`src/rtl/regfile_sb.sv`:
```
// Decode-stage integer register file with write bypass, a per-register pending scoreboard
// and a post-reset sequencer that zeroes the array one entry per cycle.
module regfile_sb #(
   parameter int XLEN = 32,
   parameter int AW   = 5
) (
   input  logic            clk,
   input  logic            rst,
   input  logic [AW-1:0]   src_add1,
   input  logic [AW-1:0]   src_add2,
   output logic [XLEN-1:0] datasent1,
   output logic [XLEN-1:0] datasent2,
   output logic            busy1,
   output logic            busy2,
   input  logic            write,
   input  logic [AW-1:0]   write_add,
   input  logic [XLEN-1:0] data_received,
   input  logic            issue,
   input  logic [AW-1:0]   issue_add,
   output logic            ready
);

   localparam int NREG = 2 ** AW;
   localparam logic [AW:0] LAST_IDX = (AW + 1)'(NREG - 1);

   typedef enum logic {S_CLEAR, S_RUN} state_e;

   state_e          state_q, state_d;
   logic [AW:0]     idx_q, idx_d;
   logic [NREG-1:0] pending_q, pending_d;
   logic [XLEN-1:0] ram_q [NREG];

   logic            ram_we;
   logic [AW-1:0]   ram_wa;
   logic [XLEN-1:0] ram_wd;

   // Next state, scoreboard update and the single array write port (clear or writeback).
   always_comb begin
      // NOTE: every combinationally assigned signal gets a default first so no path infers a latch.
      state_d   = state_q;
      idx_d     = idx_q;
      pending_d = pending_q;
      ram_we    = 1'b0;
      ram_wa    = '0;
      ram_wd    = '0;
      ready     = 1'b0;
      case (state_q)
         S_CLEAR: begin
            ram_we = 1'b1;
            ram_wa = idx_q[AW-1:0];
            idx_d  = idx_q + 1'b1;
            if (idx_q == LAST_IDX) state_d = S_RUN;
         end
         S_RUN: begin
            ready = 1'b1;
            if (write && write_add != '0) begin
               ram_we               = 1'b1;
               ram_wa               = write_add;
               ram_wd               = data_received;
               pending_d[write_add] = 1'b0;
            end
            // Applied after the release so an issue to the same register wins.
            if (issue && issue_add != '0) pending_d[issue_add] = 1'b1;
         end
         default: state_d = S_CLEAR;
      endcase
   end

   // NOTE: sequential state uses non-blocking assignments so every flop samples pre-edge values.
   always_ff @(posedge clk) begin
      if (rst) begin
         state_q   <= S_CLEAR;
         idx_q     <= '0;
         pending_q <= '0;
      end else begin
         state_q   <= state_d;
         idx_q     <= idx_d;
         pending_q <= pending_d;
      end
   end

   // NOTE: the array has no reset term; the clear sequence zeroes it, keeping it mappable to RAM.
   always_ff @(posedge clk) begin
      if (!rst && ram_we) ram_q[ram_wa] <= ram_wd;
   end

   logic [AW-1:0]   rd_add  [2];
   logic [XLEN-1:0] rd_data [2];
   logic            rd_busy [2];

   assign rd_add[0] = src_add1;
   assign rd_add[1] = src_add2;

   // Read ports: x0 and CLEAR read as zero; a matching writeback bypasses the array and
   // releases busy unless a matching issue re-marks it in the same cycle.
   always_comb begin
      for (int p = 0; p < 2; p++) begin
         rd_data[p] = '0;
         rd_busy[p] = 1'b0;
         if (state_q == S_RUN && rd_add[p] != '0) begin
            rd_data[p] = (write && write_add == rd_add[p]) ? data_received : ram_q[rd_add[p]];
            rd_busy[p] = pending_q[rd_add[p]] &&
                         !(write && write_add == rd_add[p] && !(issue && issue_add == rd_add[p]));
         end
      end
   end

   assign datasent1 = rd_data[0];
   assign datasent2 = rd_data[1];
   assign busy1     = rd_busy[0];
   assign busy2     = rd_busy[1];

endmodule
```
`config.mk`:
```
export PLATFORM = sky130hd
export DESIGN_NAME = regfile_sb
export DESIGN_NICKNAME = d
export VERILOG_FILES = /design/src/rtl/regfile_sb.sv
export SDC_FILE = /design/constraint.sdc
export NUM_CORES = 1
export LEC_CHECK = 0
export CORE_MARGIN = 3
export CORE_UTILIZATION = 41
export DETAILED_ROUTE_END_ITERATION = 10
export GPL_TIMING_DRIVEN = 0
export PLACE_DENSITY = 0.66
export SLEW_MARGIN = 20
export SYNTH_ARGS = -nofsm -noshare
export SYNTH_HDL_FRONTEND = slang
export SYNTH_SLANG_ARGS = --single-unit
```
`constraint.sdc`:
```
create_clock -name clk -period 6.7 [get_ports clk]
set_input_delay 1.005 -clock clk [delete_from_list [all_inputs] [get_ports clk]]
set_output_delay 1.005 -clock clk [all_outputs]
set_load 0.03 [all_outputs]
```
==> After elaboration in Yosys (flattened, before gate mapping) <==
Memories as Yosys holds them, arrays and structs flattened.
Cells that the tools add are included.
{ "totals": {"register_bits": 39, "out_inout_bits": 67, "inputBits": 56, "mem_bits_rw": 1024, "n_memories": 1} }
{ "op_classes": {"eq_ne": 5, "n_lt_le_gt_ge": 6, "reduce_logical": 24, "n_addsub": 1, "n_mux": 28, "bitwise_logic": 4} }
{ "mem_list": {"columns": ["memory", "depth", "word_bits", "rd", "rd_ports_with_merged_regs", "wr", "line", "text"], "rows": [
  ["ram_q", 32, 32, 2, 0, 1, "31", "logic [XLEN-1:0] ram_q [NREG];"]
]} }
{ "op_table": {"columns": ["cell", "n"], "rows": [
  ["2-to-1 mux 32 bit", 9],
  ["bitwise AND 32 bit", 1],
  ["NOT 32 bit", 1],
  ["bitwise OR 32 bit", 1],
  ["< comparator 5 x 6 -> 1 bit (second input constant)", 4],
  ["equality test 5 bit", 4],
  ["nonzero test 5 bit", 4],
  ["logical AND 1 bit", 15],
  ["2-to-1 mux 1 bit", 12],
  ["binary-select mux 1 bit (select 5 bit)", 2],
  ["demux 1 bit (select 5 bit)", 2],
  [">= comparator 5 x 1 -> 1 bit (second input constant)", 2],
  ["one-hot mux 5 bit (2 select lines)", 1],
  ["adder 6 x 1 -> 6 bit (second input constant)", 1],
  ["equality test 6 x 5 -> 1 bit (second input constant)", 1],
  ["zero test 1 bit", 5],
  ["2-to-1 mux 5 bit", 1],
  ["one-hot mux 1 bit (2 select lines)", 1],
  ["NOT 1 bit", 1]
]} }

==> Depth between registers and ports, before layout <==
{ "depth": {"depth_word": 10, "mapped_depth": 9, "mapped_depth_nobuf": 5} }

==> Worst setup path before layout <==
Ideal clock, no wire load.
{ "synth_timing": {"kind": "input to output", "start": "input port src_add2[4]", "end": "output port datasent2[22]", "cell_stages": 8, "t_arrival_ns": 2.888, "slack_ns": 2.807, "cell_sequence": "buf_2 nor2b_1 clkbuf_2 buf_1 a22oi_1 a21oi_1 nor2_1 a211oi_1"} }
{ "synth_via": {"elab_chain_cells": 4, "elab_cells_between_ends": 7, "classes_between": "1 x eq/ne; 2 x mux; 3 x reduce/logical; 1 x memory"} }
{ "synth_lines": {"columns": ["item", "line", "text"], "rows": [
  ["start: declaration", "10", "input logic [AW-1:0] src_add2,"],
  ["parallel branches: the longest is 3 deep, another holds memory read (32 x 32 bit)", null, null],
  ["2-to-1 mux 32 bit *", "100", "if (state_q == S_RUN && rd_add[p] != '0) begin"],
  ["end: declaration", "12", "output logic [XLEN-1:0] datasent2,"]
]} }
Every way passes the cells marked *.

==> Worst setup path after layout <==
{ "layout_timing": {"start": "input port src_add2[2]", "end": "output port datasent2[8]"} }
Same word-level chain as after synthesis.

==> flow_summary.toml <==
[clock_network]
clk_latency_ns = 0.77
path_clk_slew_ns = 0.06
htree_num_levels = 3
cts_tree = "built"
cts_root_buffer = "clkbuf_16"
clock_path_buffers = 3
clock-sinks = 1063
cts_buffers = 110
hold_buffers = 0
cts_setup_buffers = 0

[die]
die_h_um = 355.2
start_util = 0.4151
io_pins = 123
die_w_um = 355.2
core_um2 = 120400
die-area_um2 = 126200
core.rowCount = 127

[logic_synthesis]
syn_inst = 2717
synth_edf_count = 1024
avgSynthCellArea_um2 = 18.40
synthesis.area_um2 = 50000
ys_seq_area_frac = 0.6307
synth_nets = 2774
synth_cell_types = 62
synth-async-reset-ratio = 0
synth_flop_cell = "edfxtp_1"
yosys_warnings = 0
ys_ff_latch = 1063

[finish]
drive_above_1_share = 0.3092
fin_util = 0.4808
fin_cells = 4687
nNetsFinal = 3040
area_growth_pct = 15.82

[global_routing]
grtUsageTotal = 0.2714
grt_pass1_wl_um = 238300
grt_pass1_vias = 31030
grt.overflow.total = 0
antenna_found_initial = 5
grt_max_degree = 33

[pwr]
p_comb_frac = 0.084
power_density_nw_per_um2 = 248.7
cellLeakagePower_uw = 0.01670
power.total_uw = 14400
seqPwrFrac = 0.503
p_sw_frac = 0.2402
p_sw_uw = 3458
p_clk_frac = 0.413
p_int_uw = 10940
peakVddDrop_v = 0.0002333

[sta]
period_needed_ns = 6.921
hold_violations = 0
fin_crit_sh = 1.033
setup_viol = 5
setup_slack_ns = -0.2215
tightest_slew_ns = 1.290
fin_skew_ns = 0.06544
relSlewSlack = 0.1347
grt_setup_unrepaired = "no"
fmax_mhz = 144.5
whs_ns = 0.4840
finalMaxSlewViolations = 0

[worst_hold_path]
min_from = "pending_q[0]$_SDFFE_PP0P_"
min_path_cells = 1
hold_class = "flip-flop to flip-flop"

[run]
cap_violations = 0

[critical_path]
r2r-end = "ram_q[25][16]$_DFFE_PP_"
arrival_ns = 5.92
critical_path_class = "input port to output port"
worstPathMaxFanout = 10
worstSetupEndpoint = "datasent2[8]"
r2r_cells = 7
required_ns = 5.69
end_kind = "output port"
rr_startpoint = "state_q$_SDFF_PP0_"
reg2reg_slack_ns = 3.12
cp-startpoint = "src_add2[2]"
start_kind = "input port"

[run_status]
failed_checks = "negative setup slack"
status = "finished, violations left"

[route]
vias = 31820
drcViolationCount = 0
ant_nets = 0
viasPerCell = 6.788
initialDrtViolationCount = 5403
wl_per_cell_um = 36.78
first_pass_iters = 6
wirelength_um = 172400

[placement]
gp_congestion = 0.9950
dpl.hpwl_um = 121000
portBuffers = 108
place_inst = 4483
layout by cell type (no fill, tap or decap), types with 16 or more instances in the layout:
cell / synthesis / routed
nand2_1: 103 / 103
nor2_1: 142 / 109
nor2b_1: 16 / 16
edfxtp_1: 1024 / 1024
dfxtp_1: 39 / 39
clkinv_2: 0 / 26
a21oi_1: 97 / 97
and2_2: 0 / 25
clkbuf_16: 0 / 113
a22oi_1: 236 / 236
a211oi_1: 32 / 31
o21ai_0: 29 / 29
buf_12: 0 / 25
o22ai_1: 32 / 32
clkbuf_1: 80 / 90
clkdlybuf4s50_1: 0 / 108
buf_4: 41 / 41
nand3_1: 24 / 24
clkinv_1: 1 / 28
buf_16: 0 / 19
buf_2: 78 / 79
nor2_4: 0 / 32
nor3_1: 33 / 31
mux4_2: 528 / 528
logic make-up after synthesis:
kind of cell    share of synthesized area
compound gates                    0.06359
xor+xnor                         0.004029
fa+ha+maj                       0.0002502
buf+inv                           0.02443
flops                              0.6307
mux                                0.2413
simple gates                      0.03571
cell usage after synthesis, drive strengths merged (5+ instances only):
library cell | count | area share
edfxtp | 1024 | 0.62
xnor2 | 13 | 0.0023
o211ai | 8 | 0.0012
nor2b | 16 | 0.0020
dfxtp | 39 | 0.016
nand2b | 9 | 0.0011
nor3b | 5 | 0.00075
nand3 | 24 | 0.0024
a22oi | 236 | 0.035
o22ai | 32 | 0.0040
nand2 | 103 | 0.0077
mux2i | 14 | 0.0028
a211oi | 32 | 0.0048
nor2 | 142 | 0.011
buf | 146 | 0.018
a21oi | 97 | 0.0097
xor2 | 10 | 0.0018
or2 | 8 | 0.0011
mux4 | 528 | 0.24
nor3 | 33 | 0.0033
clkbuf | 81 | 0.0061
o21ai | 31 | 0.0033
and2 | 34 | 0.0043
how the worst min path moves through the flow:
stage                                endpoint  slack (ns)
finish              pending_q[0]$_SDFFE_PP0P_        0.48
floorplan           pending_q[0]$_SDFFE_PP0P_        0.45
CTS                 pending_q[0]$_SDFFE_PP0P_        0.49
global placement    pending_q[0]$_SDFFE_PP0P_        0.46
detailed placement  pending_q[0]$_SDFFE_PP0P_        0.47
global route        pending_q[0]$_SDFFE_PP0P_        0.51
layout make-up:
| type | instances | area (µm²) |
|---|---|---|
| Fill cell | 10050 | 62540 |
| Inverter | 5 | 18.77 |
| Clock inverter | 69 | 550.5 |
| Antenna cell | 3 | 7.507 |
| Multi-Input combinational cell | 1422 | 17530 |
| Sequential cell | 1063 | 31530 |
| Buffer | 227 | 1220 |
| Clock buffer | 132 | 2899 |
| Tap cell | 1612 | 2017 |
| Timing Repair Buffer | 154 | 2131 |
stage by stage:
stage	setup TNS [ns]	setup WS, ns	cell area [µm²]
detailed placement	0	0.04766	54410
CTS	0	0.03739	57860
global placement	-1.484	-0.3433	53090
finish	-0.4332	-0.2215	57910
floorplan	0	2.807	50000
global route	0	0.04371	57900
registers in the layout (all words and copies together) (netlist names):
register / count
pending_q: 32
idx_q: 6
ram_q: 1024
state_q: 1
per-layer routing:
metal,track usage,routed length (µm)
met4,0.1081,8331
met2,0.3892,74060
met5,0.003077,55
met1,0.3731,64700
met3,0.1044,25250
critical path, stage by stage:
cell             delay, ns
clkdlybuf4s50_1       0.52
buf_4                 0.26
nor2_2                0.72
clkbuf_1              0.68
a22oi_1               0.20
a21oi_1               0.41
nor2_1                0.13
a211oi_1              1.08
clkdlybuf4s50_1       0.86
power by group through the flow:
stage                     Combinational, µW  Clock, µW  Sequential, µW
after floorplan                         686          0            7380
final                                  1210       5950            7240
after global routing                   1230       6270            7240
after detailed placement               1170          0            7380
after global placement                 1140          0            7380
after CTS                              1170       5980            7240
what timing repair did:
action	CTS	global route
hold endpoints to repair	0	0
setup endpoints to repair	0	4
resized for setup	0	16
Power figures use the tool's default switching activity.
